## src/rtl/computron_core.sv

```systemverilog
// computron_core: a small multi-cycle accumulator-less register machine.
// Each instruction is two memory words (W1: opcode/rd, W2: rs1/rs2 or an
// address). The core fetches both words, executes, and for LOAD/STORE performs
// one extra data access through the same memory port.
//
// Ports:
//   clock      - sole clock, all state changes on the rising edge
//   reset      - synchronous, active-high reset
//   mem_req    - memory access request (registered)
//   mem_we     - 1 = store for the current request (registered)
//   mem_addr   - access address (registered)
//   mem_wdata  - store data (registered)
//   mem_ready  - access completes on a cycle with mem_req=1 and mem_ready=1
//   mem_rdata  - read data, valid on the completing cycle
//   halted     - core stopped by HALT
//   pc         - current program counter
//   retired    - 16-bit count of executed instructions (wraps)
module computron_core #(
    parameter int DATA_WIDTH     = 8,
    parameter int REG_ADDR_WIDTH = 4
) (
    input  logic                  clock,
    input  logic                  reset,
    output logic                  mem_req,
    output logic                  mem_we,
    output logic [DATA_WIDTH-1:0] mem_addr,
    output logic [DATA_WIDTH-1:0] mem_wdata,
    input  logic                  mem_ready,
    input  logic [DATA_WIDTH-1:0] mem_rdata,
    output logic                  halted,
    output logic [DATA_WIDTH-1:0] pc,
    output logic [15:0]           retired
);

    localparam int NUM_REGS = 2 ** REG_ADDR_WIDTH;
    localparam int MSB      = DATA_WIDTH - 1;
    localparam logic [DATA_WIDTH-1:0] PC_ONE = {{(DATA_WIDTH-1){1'b0}}, 1'b1};

    localparam logic [3:0] OP_ADD   = 4'd1;
    localparam logic [3:0] OP_SUB   = 4'd2;
    localparam logic [3:0] OP_AND   = 4'd3;
    localparam logic [3:0] OP_OR    = 4'd4;
    localparam logic [3:0] OP_LOAD  = 4'd5;
    localparam logic [3:0] OP_STORE = 4'd6;
    localparam logic [3:0] OP_JMP   = 4'd7;
    localparam logic [3:0] OP_JZ    = 4'd8;
    localparam logic [3:0] OP_JV    = 4'd9;
    localparam logic [3:0] OP_HALT  = 4'd15;

    // The instruction fields must fit inside one word.
    generate
        if ((DATA_WIDTH < 4 + REG_ADDR_WIDTH) || (DATA_WIDTH < 2 * REG_ADDR_WIDTH)) begin : g_param_check
            $error("computron_core: DATA_WIDTH too small for REG_ADDR_WIDTH");
        end
    endgenerate

    typedef enum logic [2:0] {
        ST_FETCH1 = 3'd0,
        ST_FETCH2 = 3'd1,
        ST_EXEC   = 3'd2,
        ST_MEM    = 3'd3,
        ST_HALT   = 3'd4
    } state_t;

    state_t                      state_r, state_nxt_s;
    logic [DATA_WIDTH-1:0]       pc_r, pc_nxt_s;
    logic [3:0]                  op_r;
    logic [REG_ADDR_WIDTH-1:0]   rd_r;
    logic [DATA_WIDTH-1:0]       ir2_r;
    logic [DATA_WIDTH-1:0]       regs_r [NUM_REGS];
    logic                        z_r, v_r;
    logic [15:0]                 retired_r;
    logic                        halted_r;
    logic                        mem_req_r, mem_we_r;
    logic [DATA_WIDTH-1:0]       mem_addr_r, mem_wdata_r;
    logic                        mem_req_s, mem_we_s;
    logic [DATA_WIDTH-1:0]       mem_addr_s, mem_wdata_s;

    logic                        done_s;
    logic                        is_mem_op_s;
    logic [DATA_WIDTH-1:0]       opa_s, opb_s, alu_res_s;
    logic                        alu_v_s, alu_wr_s, jump_s;

    assign done_s      = mem_req_r & mem_ready;
    assign is_mem_op_s = (op_r == OP_LOAD) || (op_r == OP_STORE);
    assign opa_s       = regs_r[ir2_r[2*REG_ADDR_WIDTH-1:REG_ADDR_WIDTH]];
    assign opb_s       = regs_r[ir2_r[REG_ADDR_WIDTH-1:0]];

    // ALU result, overflow and jump decision for the latched instruction.
    always_comb begin
        alu_res_s = '0;
        alu_v_s   = 1'b0;
        alu_wr_s  = 1'b0;
        jump_s    = 1'b0;
        case (op_r)
            OP_ADD: begin
                alu_res_s = opa_s + opb_s;
                alu_v_s   = (opa_s[MSB] == opb_s[MSB]) && (alu_res_s[MSB] != opa_s[MSB]);
                alu_wr_s  = 1'b1;
            end
            OP_SUB: begin
                alu_res_s = opa_s - opb_s;
                alu_v_s   = (opa_s[MSB] != opb_s[MSB]) && (alu_res_s[MSB] != opa_s[MSB]);
                alu_wr_s  = 1'b1;
            end
            OP_AND: begin
                alu_res_s = opa_s & opb_s;
                alu_wr_s  = 1'b1;
            end
            OP_OR: begin
                alu_res_s = opa_s | opb_s;
                alu_wr_s  = 1'b1;
            end
            OP_JMP:  jump_s = 1'b1;
            OP_JZ:   jump_s = z_r;
            OP_JV:   jump_s = v_r;
            default: jump_s = 1'b0;
        endcase
    end

    // State register.
    always_ff @(posedge clock) begin
        if (reset) begin
            state_r <= ST_FETCH1;
        end else begin
            state_r <= state_nxt_s;
        end
    end

    // Next-state logic.
    always_comb begin
        state_nxt_s = state_r;
        case (state_r)
            ST_FETCH1: begin
                if (done_s) state_nxt_s = ST_FETCH2;
                else        state_nxt_s = ST_FETCH1;
            end
            ST_FETCH2: begin
                if (done_s) state_nxt_s = ST_EXEC;
                else        state_nxt_s = ST_FETCH2;
            end
            ST_EXEC: begin
                if (is_mem_op_s)          state_nxt_s = ST_MEM;
                else if (op_r == OP_HALT) state_nxt_s = ST_HALT;
                else                      state_nxt_s = ST_FETCH1;
            end
            ST_MEM: begin
                if (done_s) state_nxt_s = ST_FETCH1;
                else        state_nxt_s = ST_MEM;
            end
            ST_HALT: state_nxt_s = ST_HALT;
            default: state_nxt_s = ST_FETCH1;
        endcase
    end

    // Next program counter: advance per fetched word, or load a taken jump target.
    always_comb begin
        pc_nxt_s = pc_r;
        if (((state_r == ST_FETCH1) || (state_r == ST_FETCH2)) && done_s) begin
            pc_nxt_s = pc_r + PC_ONE;
        end else if ((state_r == ST_EXEC) && jump_s) begin
            pc_nxt_s = ir2_r;
        end else begin
            pc_nxt_s = pc_r;
        end
    end

    // Output logic, decoded from the next state so the registered memory
    // outputs line up with the state they belong to; they only change when an
    // access completes, which keeps them stable during wait states.
    always_comb begin
        mem_req_s   = 1'b0;
        mem_we_s    = 1'b0;
        mem_addr_s  = '0;
        mem_wdata_s = '0;
        case (state_nxt_s)
            ST_FETCH1, ST_FETCH2: begin
                mem_req_s  = 1'b1;
                mem_addr_s = pc_nxt_s;
            end
            ST_MEM: begin
                mem_req_s  = 1'b1;
                mem_addr_s = ir2_r;
                if (op_r == OP_STORE) begin
                    mem_we_s    = 1'b1;
                    mem_wdata_s = regs_r[rd_r];
                end else begin
                    mem_we_s    = 1'b0;
                    mem_wdata_s = '0;
                end
            end
            default: mem_req_s = 1'b0;
        endcase
    end

    // Registered outputs and program counter.
    always_ff @(posedge clock) begin
        if (reset) begin
            pc_r        <= '0;
            halted_r    <= 1'b0;
            mem_req_r   <= 1'b0;
            mem_we_r    <= 1'b0;
            mem_addr_r  <= '0;
            mem_wdata_r <= '0;
        end else begin
            pc_r        <= pc_nxt_s;
            halted_r    <= (state_nxt_s == ST_HALT);
            mem_req_r   <= mem_req_s;
            mem_we_r    <= mem_we_s;
            mem_addr_r  <= mem_addr_s;
            mem_wdata_r <= mem_wdata_s;
        end
    end

    // Instruction latches, register file, flags and retire counter.
    always_ff @(posedge clock) begin
        if (reset) begin
            op_r      <= 4'd0;
            rd_r      <= '0;
            ir2_r     <= '0;
            z_r       <= 1'b0;
            v_r       <= 1'b0;
            retired_r <= 16'd0;
            for (int i = 0; i < NUM_REGS; i++) begin
                regs_r[i] <= '0;
            end
        end else begin
            if ((state_r == ST_FETCH1) && done_s) begin
                op_r <= mem_rdata[DATA_WIDTH-1 -: 4];
                rd_r <= mem_rdata[REG_ADDR_WIDTH-1:0];
            end
            if ((state_r == ST_FETCH2) && done_s) begin
                ir2_r <= mem_rdata;
            end
            // Operands come from regs_r before this edge, so rd==rs reads old values.
            if ((state_r == ST_EXEC) && alu_wr_s) begin
                regs_r[rd_r] <= alu_res_s;
                z_r          <= (alu_res_s == '0);
                v_r          <= alu_v_s;
            end
            if ((state_r == ST_MEM) && done_s && (op_r == OP_LOAD)) begin
                regs_r[rd_r] <= mem_rdata;
            end
            if (((state_r == ST_EXEC) && !is_mem_op_s) || ((state_r == ST_MEM) && done_s)) begin
                retired_r <= retired_r + 16'd1;
            end
        end
    end

    assign mem_req   = mem_req_r;
    assign mem_we    = mem_we_r;
    assign mem_addr  = mem_addr_r;
    assign mem_wdata = mem_wdata_r;
    assign halted    = halted_r;
    assign pc        = pc_r;
    assign retired   = retired_r;

endmodule

```

## config.mk

```make
export PLATFORM = sky130hd
export DESIGN_NAME = computron_core
export DESIGN_NICKNAME = d
export VERILOG_FILES = /design/src/rtl/computron_core.sv
export SDC_FILE = /design/constraint.sdc
export NUM_CORES = 1
export LEC_CHECK = 0
export BUFFER_PORTS_ARGS = -buffer_cell sky130_fd_sc_hd__buf_2
export CAP_MARGIN = 30
export CORE_MARGIN = 10
export CORE_UTILIZATION = 56
export CTS_CLUSTER_SIZE = 40
export DETAILED_ROUTE_END_ITERATION = 8
export PLACE_DENSITY = 0.74
export SLEW_MARGIN = 25
export SYNTH_ARGS = -nofsm -noshare
export SYNTH_HDL_FRONTEND = slang
export SYNTH_SLANG_ARGS = --single-unit
```

## constraint.sdc

```tcl
create_clock -name clock -period 14.2 [get_ports clock]
set_input_delay 0.71 -clock clock [delete_from_list [all_inputs] [get_ports clock]]
set_output_delay 0.71 -clock clock [all_outputs]
set_load 0.05 [all_outputs]
```

==> results of run 1 <==
-- flip-flops by register name, indices dropped and copies added, names as in the netlist, named ones only --
signal / count
regs_r: 128
mem_we: 1
v_r: 1
rd_r: 4
mem_addr: 8
pc: 8
state_r: 3
ir2_r: 8
retired: 16
mem_req: 1
z_r: 1
op_r: 4
halted: 1
mem_wdata: 8
-- worst max-delay path by stage --
| stage | slack [ps] | startpoint | to |
|---|---|---|---|
| 4_1_cts | 9590 | flop | regs_r[14][6]$_SDFFCE_PN0P_ |
| 2_1_floorplan | 9550 | flop | regs_r[0][5]$_SDFFCE_PN0P_ |
| 3_5_place_dp | 9610 | flop | regs_r[14][6]$_SDFFCE_PN0P_ |
| 3_3_place_gp | 9680 | flop | regs_r[15][6]$_SDFFCE_PN0P_ |
| 6_report | 9530 | flop | regs_r[14][6]$_SDFFCE_PN0P_ |
| 5_1_grt | 9310 | flop | regs_r[3][6]$_SDFFCE_PN0P_ |
-- cell usage in the layout (no fill, tap or decap), types with 23 or more instances in the layout --
cell      synthesis  final
nand2_1          36     36
a21oi_1          36     36
nor2_1          180    180
mux4_2          120    120
o21ai_0          28     28
dfxtp_1          72     69
buf_2            14     53
inv_1            23     23
edfxtp_1        128    128
ha_1             25     25
-- layout make-up --
class / count / share of cell area
inverter: 23 / 0.00696
tap: 270 / 0.0272
multi-input combinational: 634 / 0.460
clock buffer: 19 / 0.0349
sequential: 200 / 0.427
clock inverter: 13 / 0.0113
timing repair buffer: 73 / 0.0335
-- critical path: stages (launching register included) --
cell,delay (ps)
dfxtp_2,510
buf_4,500
mux4_2,600
mux4_2,500
ha_1,270
fa_1,430
a211oi_1,280
nor3_1,140
and3_1,190
o21ai_0,170
o211ai_1,210
a21oi_1,190
buf_4,310
nor2_1,90
-- cell families after synthesis --
group | Yosys count
AOI/OAI and AO/OA | 119
xor gates and xnor gates | 15
adders and majority gates | 27
buffers and inverters | 92
DFF | 200
muxes | 131
and+or+nand+nor | 342
-- routing by layer --
| metal | vias to the layer above | part of all wire | track usage |
|---|---|---|---|
| li1 | 3559 | - | - |
| met1 | 4107 | 0.37 | 0.298 |
| met2 | 584 | 0.45 | 0.355 |
| met3 | 79 | 0.13 | 0.0943 |
| met4 | 0 | 0.043 | 0.106 |
| met5 | - | 0 | 0 |
-- report_power, final --
part           switching [uW]  leakage [uW]  internal, uW
logic                    95.4       0.00209          60.5
registers                18.2       0.00191           632
clock network             241      0.000277           235
-- per-stage QoR --
step                      area, um^2  worst slack [ps]   util  total power (uW)  cells
after floorplan                11300              9550      -               762    926
after global placement         11800              9680  0.588               811   1200
final                          12400              9530  0.617              1280   1232
after detailed placement       11800              9610  0.588               814   1200
after CTS                      12400              9590  0.617              1280   1232
after global routing           12400              9310  0.617              1320   1232
==> results.yml, run 1 <==
min_path:
  min_to: "retired[6]$_SDFFE_PP0P_"
  min_delay_path_depth: 2
  hp-class: "reg -> reg"
  min_from: "retired[6]$_SDFFE_PP0P_"
route:
  wirelength_mm: 31.0
  drc: 0
  postRouteAntennaNets: 0
  vias: 8329
  routed_via_density: 6.76
  post_drt_wl_per_cell_um: 25.1
  drt_pass1_iterations: 5
  drtIter0Drc: 1104
synth:
  yosys.area_share.xor_xnor: 0.0116
  synth_cell_types: 67
  synth_compound_area_frac: 0.0681
  syn_inst: 926
  yosysSeqAreaShare: 0.466
  synth_warnings: 0
  netlist.area_leader.share: 0.339
  synthMuxAreaShare: 0.248
  synth_area_leaders: "edfxtp_1 (34%), mux4_2 (24%), dfxtp_1 (13%)"
  avgSynthCellArea_um2: 12.3
  synth_top_family_by_area: "multiplexers"
  async_flop_share: 0
  synth_flop_cell: "edfxtp_1"
  syn_area_um2: 11300
  synth_seq_cells: 200
  yosys.area_share.adder: 0.0311
  synth_top_area_cell: "edfxtp_1"
  synth_nets: 964
  ys_top_cells_by_count: "nor2_1 (180), edfxtp_1 (128), mux4_2 (120)"
  yosysMostFrequentCell: "nor2_1"
  synth_edf_count: 128
  synth-simple-area-share: 0.143
critical_path:
  end_kind: "flop"
  ff2ff_path_depth: 13
  rr_endpoint: "regs_r[14][6]$_SDFFCE_PN0P_"
  required_ps: 14380
  path_class: "reg -> reg"
  worst_ep_arrival_time_ps: 4850
  r2r_slack_ps: 9530
  path_max_fanout: 24
  startpoint_type: "flop"
die:
  fp.dieH_um: 162
  rows: 52
  die_area_um2: 26400
  start_util: 0.565
  die_w_um: 162
  io_pins: 54
  core-area_um2: 20100
final_layout:
  fillers: 1541
  multi_input_area_um2: 5700
  drive_above_1_share: 0.248
  ff_latch_area_um2: 5290
  diodes: 0
  fin_nets: 987
  area.growth.synth_to_final_pct: 9.25
sta:
  period_needed_ps: 4670
  whs_ps: 501
  fmax_mhz: 214
  slew_viol_final: 0
  fin_crit_sh: 0.329
  hold_violations: 0
  setup_viol: 0
  rsz0062_at_grt: "no"
  slew_headroom: 0.434
  worstMarginPinSlew_ps: 847
  clock-skew-final_ps: 16.4
  tns_ps: 0
place:
  hpwl_mm: 22.0
  io_buffers: 53
  gp_congestion: 0.947
clock_tree:
  clock-sinks: 200
  clk_pin_slew_ps: 80
  cts_tree: "yes"
  post_cts_buffers: 0
  numCtsBuffers: 17
  cts_buffer_depth: 2
  cts_root_buffer: "clkbuf_16"
  clkLatencyLatePin_ps: 440
  cts_resized: 0
  htreeDepth: 4
  holdBufCountCts: 0
power:
  powerDensity_nw_per_um2: 103
  peakVddDrop_v: 0.0000934
  power.leakage_uw: 0.00427
global_routing:
  grt_max_degree: 68
  grt_pass1_vias: 8043
  grt_pass1_wl_mm: 47.6
  overflow: 0
  antenna_found_initial: 0
  grt_use_total: 0.237
run_status:
  status: "complete, no violations"
flow_run:
  maxCapViolCount: 0
Power figures use the tool's default switching activity.
==> run 2, diff against run 1 <==
- clock period: 14.2 -> 4.7 ns (I/O delays scaled with it)
==> run 2 against run 1 <==
Compared with the run above: via count about the same; routed wire length increased by 3.2%; sequential share of layout area decreased by 0.32 points; non-clock buffer count increased by 3; largest cell class unchanged.
==> results.yml, run 2 (synthesized netlist as in run 1, its figures left out) <==
run_status:
  status: "complete, no violations"
final_layout:
  ff_latch_area_um2: 5290
  largest_reg_flops: 128
  fillers: 1535
  area.growth.synth_to_final_pct: 10.1
  final_cell_mix: "nor2_1 (180), edfxtp_1 (128), mux4_2 (120)"
  diodes: 0
  final_common_cell: "nor2_1"
  largest-register: "regs_r"
  postLayoutCoreUtil: 0.621
  drive_above_1_share: 0.253
  multi_input_area_um2: 5700
  fin_nets: 990
route:
  wirelength_mm: 31.9
  drtIter0Drc: 1245
  postRouteAntennaNets: 0
  routed_via_density: 6.75
  drc: 0
  drt_pass1_iterations: 7
  post_drt_wl_per_cell_um: 25.9
  vias: 8337
global_routing:
  grt_pass1_vias: 8114
  grt_use_total: 0.244
  antenna_found_initial: 2
  grt_max_degree: 44
  overflow: 0
  grt_pass1_wl_mm: 49.1
clock_tree:
  holdBufCountCts: 0
  clkLatencyLatePin_ps: 450
  clk_pin_slew_ps: 80
  cts_tree: "yes"
  cts_resized: 0
  htreeDepth: 4
  numCtsBuffers: 17
  cts_root_buffer: "clkbuf_16"
  clock-sinks: 200
  cts_buffer_depth: 2
  post_cts_buffers: 0
sta:
  rsz0062_at_grt: "no"
  slew_viol_final: 0
  worstMarginPinSlew_ps: 889
  hold_violations: 0
  slew_headroom: 0.406
  period_needed_ps: 4100
  tns_ps: 0
  clock-skew-final_ps: 12.5
  setup_viol: 0
  whs_ps: 76.0
  fin_crit_sh: 0.873
  setup_slack_ps: 599
  fmax_mhz: 244
critical_path:
  path_class: "reg -> reg"
  worst_ep_arrival_time_ps: 4300
  required_ps: 4900
  end_kind: "flop"
  startpoint_type: "flop"
  path_max_fanout: 32
power:
  powerDensity_nw_per_um2: 317
  p_sw_frac: 0.282
  pwr-share-comb: 0.120
  power.leakage_uw: 0.00431
  p_sw_uw: 1120
  peakVddDrop_v: 0.000252
  seqPwrFrac: 0.497
  internal_power_uw: 2840
  power_frac_clock: 0.383
  power.total_uw: 3960
die:
  fp.dieH_um: 162
  rows: 52
  die_area_um2: 26400
  io_pins: 54
  start_util: 0.565
  die_w_um: 162
  core-area_um2: 20100
place:
  io_buffers: 53
  hpwl_mm: 22.4
  gp_congestion: 0.964
  post-place-ws_ps: 619
min_path:
  hp-class: "in -> reg"
flow_run:
  maxCapViolCount: 0
==> run 2: metrics by stage <==
step	instances	instance area [um^2]
2_1_floorplan	926	11300
3_3_place_gp	1203	11900
3_5_place_dp	1203	11900
4_1_cts	1235	12500
5_1_grt	1235	12500
6_report	1235	12500
==> run 2: layer usage <==
layer,routed length (um),track usage,vias to the layer above
li1,-,-,3572
met1,11700,0.321,4066
met2,14500,0.363,599
met3,4180,0.0657,98
met4,1630,0.134,2
met5,13,0,-
==> run 2: final cells by class <==
class	instances	share of cell area
multi-input combinational	634	0.456
tap	270	0.0270
timing repair buffer	76	0.0381
sequential	200	0.423
clock inverter	15	0.0144
clock buffer	17	0.0341
inverter	23	0.00691
==> run 2: path summary, 6_finish.rpt <==
| check | start | to | slack [ps] | cells past startpoint |
|---|---|---|---|---|
| worst max register to register | flop | regs_r[14][6]$_SDFFCE_PN0P_ | 600 | 13 |
| worst max-delay path | flop | regs_r[14][6]$_SDFFCE_PN0P_ | 600 | 13 |
| worst min register to register | ir2_r[4]$_SDFFE_PP0P_ | mem_addr[4]$_SDFF_PP0_ | 500 | 2 |
| worst min-delay path | mem_rdata[0] | rd_r[0]$_SDFFE_PP0P_ | 80 | 3 |
==> run 2: worst max-delay path, cell delays in order (launching register included) <==
cell and delay (ps):
dfxtp_2 340, buf_12 250, mux4_2 570, mux4_2 540
ha_1 260, fa_1 420, a211oi_1 290, nor3_1 130
and3_1 190, o21ai_0 140, o211ai_1 180, a21oi_1 180
buf_4 270, nor2_1 70
==> run 2: power by group through the flow <==
stage          sequential (uW)  combinational (uW)  clock [uW]
3_5_place_dp              2000                 460           0
6_report                  1970                 474        1520
4_1_cts                   1970                 463        1530
3_3_place_gp              2000                 454           0
2_1_floorplan             1980                 321           0
5_1_grt                   1970                 500        1600
==> run 3, diff against run 2 <==
- ABC_AREA: unset -> 1
==> run 3 against run 2 <==
Compared with the run above: setup slack got worse by 78 ps; routed wire length rose by 31%; final area increased by 7.5%; largest cell class unchanged.
==> results.yml, run 3 <==
route:
  drtIter0Drc: 1904
  drt_pass1_iterations: 6
  post_drt_wl_per_cell_um: 20.9
  drc: 0
  vias: 12038
  routed_via_density: 6.03
  postRouteAntennaNets: 0
  wirelength_mm: 41.7
critical_path:
  path_cells: "clkinv_1, o221ai_1, nand2_1, ha_1, fa_1, nand2_1, nand2_1, nand3b_1, nand3_1, nand3_1, nand3b_1, o21bai_2, buf_8, nand2_1, inv_1"
  worst_ep_arrival_time_ps: 4380
  required_ps: 4900
  path_max_fanout: 27
  end_kind: "flop"
  crit_slowest_cell: "clkinv_1"
  critPathMaxStageDelay_ps: 710
  rr_endpoint: "regs_r[7][6]$_SDFFCE_PN0P_"
  ff2ff_path_depth: 15
  path_class: "reg -> reg"
  crit_end: "regs_r[7][6]$_SDFFCE_PN0P_"
  startpoint_type: "flop"
  r2r_slack_ps: 520
  critPathMostFrequentCell: "nand2_1"
sta:
  clock-skew-final_ps: 14.4
  fin_crit_sh: 0.889
  period_needed_ps: 4180
  fmax_mhz: 239
  setup_slack_ps: 521
  tns_ps: 0
  setup_viol: 0
  hold_violations: 0
  worstMarginPinSlew_ps: 1060
  whs_ps: 104
  rsz0062_at_grt: "no"
  slew_headroom: 0.292
  slew_viol_final: 0
synth:
  syn_inst: 1685
  synth_cell_types: 46
  synth_edf_count: 128
  netlist.area_leader.share: 0.312
  yosysSeqAreaShare: 0.429
  syn_area_um2: 12300
  ys_top_cells_by_count: "nand2_1 (291), inv_1 (259), o21ai_0 (232)"
  yosysMostFrequentCell: "nand2_1"
  synth_flop_cell: "edfxtp_1"
  synth_nets: 1723
  synth_seq_cells: 200
  synth_top_area_cell: "edfxtp_1"
  avgSynthCellArea_um2: 7.31
  synth_area_leaders: "edfxtp_1 (31%), dfxtp_1 (12%), o21ai_0 (9.4%)"
  synth_warnings: 0
  async_flop_share: 0
final_layout:
  drive_above_1_share: 0.0991
  diodes: 0
  largest_reg_flops: 128
  area.growth.synth_to_final_pct: 9.02
  fillers: 2002
  largest-register: "regs_r"
  final_cell_mix: "nand2_1 (291), inv_1 (259), o21ai_0 (232)"
  fin_nets: 1740
  final_common_cell: "nand2_1"
die:
  start_util: 0.566
  fp.dieH_um: 168
  rows: 54
  die_w_um: 168
  core-area_um2: 21800
  io_pins: 54
  die_area_um2: 28300
power:
  power_frac_clock: 0.345
  power.leakage_uw: 0.00602
  p_sw_frac: 0.338
  p_sw_uw: 1460
  power.total_uw: 4330
  powerDensity_nw_per_um2: 323
  seqPwrFrac: 0.458
  peakVddDrop_v: 0.000235
  internal_power_uw: 2870
  pwr-share-comb: 0.197
clock_tree:
  holdBufCountCts: 0
  clk_pin_slew_ps: 70
  clock-sinks: 200
  post_cts_buffers: 0
  cts_root_buffer: "clkbuf_16"
  htreeDepth: 4
  numCtsBuffers: 17
  cts_tree: "yes"
  cts_buffer_depth: 2
  cts_resized: 0
  clkLatencyLatePin_ps: 450
global_routing:
  grt_pass1_vias: 11169
  grt_use_total: 0.289
  grt_max_degree: 71
  grt_pass1_wl_mm: 64.3
  antenna_found_initial: 1
  overflow: 0
run_status:
  status: "complete, no violations"
flow_run:
  maxCapViolCount: 0
place:
  gp_congestion: 0.997
  io_buffers: 53
  post-place-ws_ps: 694
  hpwl_mm: 29.4
min_path:
  hp-class: "in -> reg"
run 3: power by group through the flow:
stage          clock network, uW  logic (uW)  registers, uW
2_1_floorplan                  0         510           2040
3_3_place_gp                   0         810           2020
3_5_place_dp                   0         820           2020
4_1_cts                     1500         827           1980
5_1_grt                     1580         920           1990
6_report                    1490         853           1990
run 3: worst min path at each step:
stage                                        start                        to  slack (ps)  depth (start not counted)
after floorplan                       mem_rdata[0]                      flop         390                          2
after global placement    retired[15]$_SDFFE_PP0P_  retired[15]$_SDFFE_PP0P_         450                          2
after detailed placement  retired[15]$_SDFFE_PP0P_  retired[15]$_SDFFE_PP0P_         460                          2
after CTS                             mem_rdata[1]      rd_r[1]$_SDFFE_PP0P_          90                          3
after global routing                  mem_rdata[4]      op_r[0]$_SDFFE_PP0P_         110                          3
final                                 mem_rdata[1]      rd_r[1]$_SDFFE_PP0P_         100                          3
run 3: critical path: cells and delay by family, from the launching register on:
family,cells,cell delay [ps]
AO/OA/AOI/OAI,2,920
flip-flops,1,530
AND/OR/NAND/NOR,8,790
adder cells (fa/ha/maj),2,710
buffers and inverters,3,970
run 3: metrics by stage:
step | area [um^2] | cells | utilization
6_report | 13400 | 1995 | 0.617
3_3_place_gp | 12800 | 1961 | 0.588
3_5_place_dp | 12800 | 1962 | 0.589
4_1_cts | 13400 | 1994 | 0.617
2_1_floorplan | 12300 | 1685 | -
5_1_grt | 13400 | 1995 | 0.617
run 3: cell families after synthesis:
family,Yosys count,synth area share
adder cells (fa/ha/maj),27,0.0286
XOR/XNOR,5,0.00356
buffers and inverters,356,0.111
AND/OR/NAND/NOR,650,0.234
AO/OA/AOI/OAI,447,0.195
flip-flops,200,0.429
run 3: final cells by class:
cell class / count / area, um^2 / share of cell area
multi-input cells: 1129 / 5680 / 0.423
flip-flops and latches: 200 / 5290 / 0.394
inverters: 276 / 1040 / 0.0775
repair buffers: 78 / 468 / 0.0348
clock buffers: 18 / 430 / 0.0320
well taps: 280 / 350 / 0.0261
clock inverters: 14 / 170 / 0.0127
run 3: metal layers:
layer / GRT usage / up-vias / share of wire
met5: 0 / - / 0.00031
met4: 0.132 / 2 / 0.048
met3: 0.0587 / 137 / 0.11
met2: 0.440 / 712 / 0.44
met1: 0.387 / 5574 / 0.40
li1: - / 5613 / -
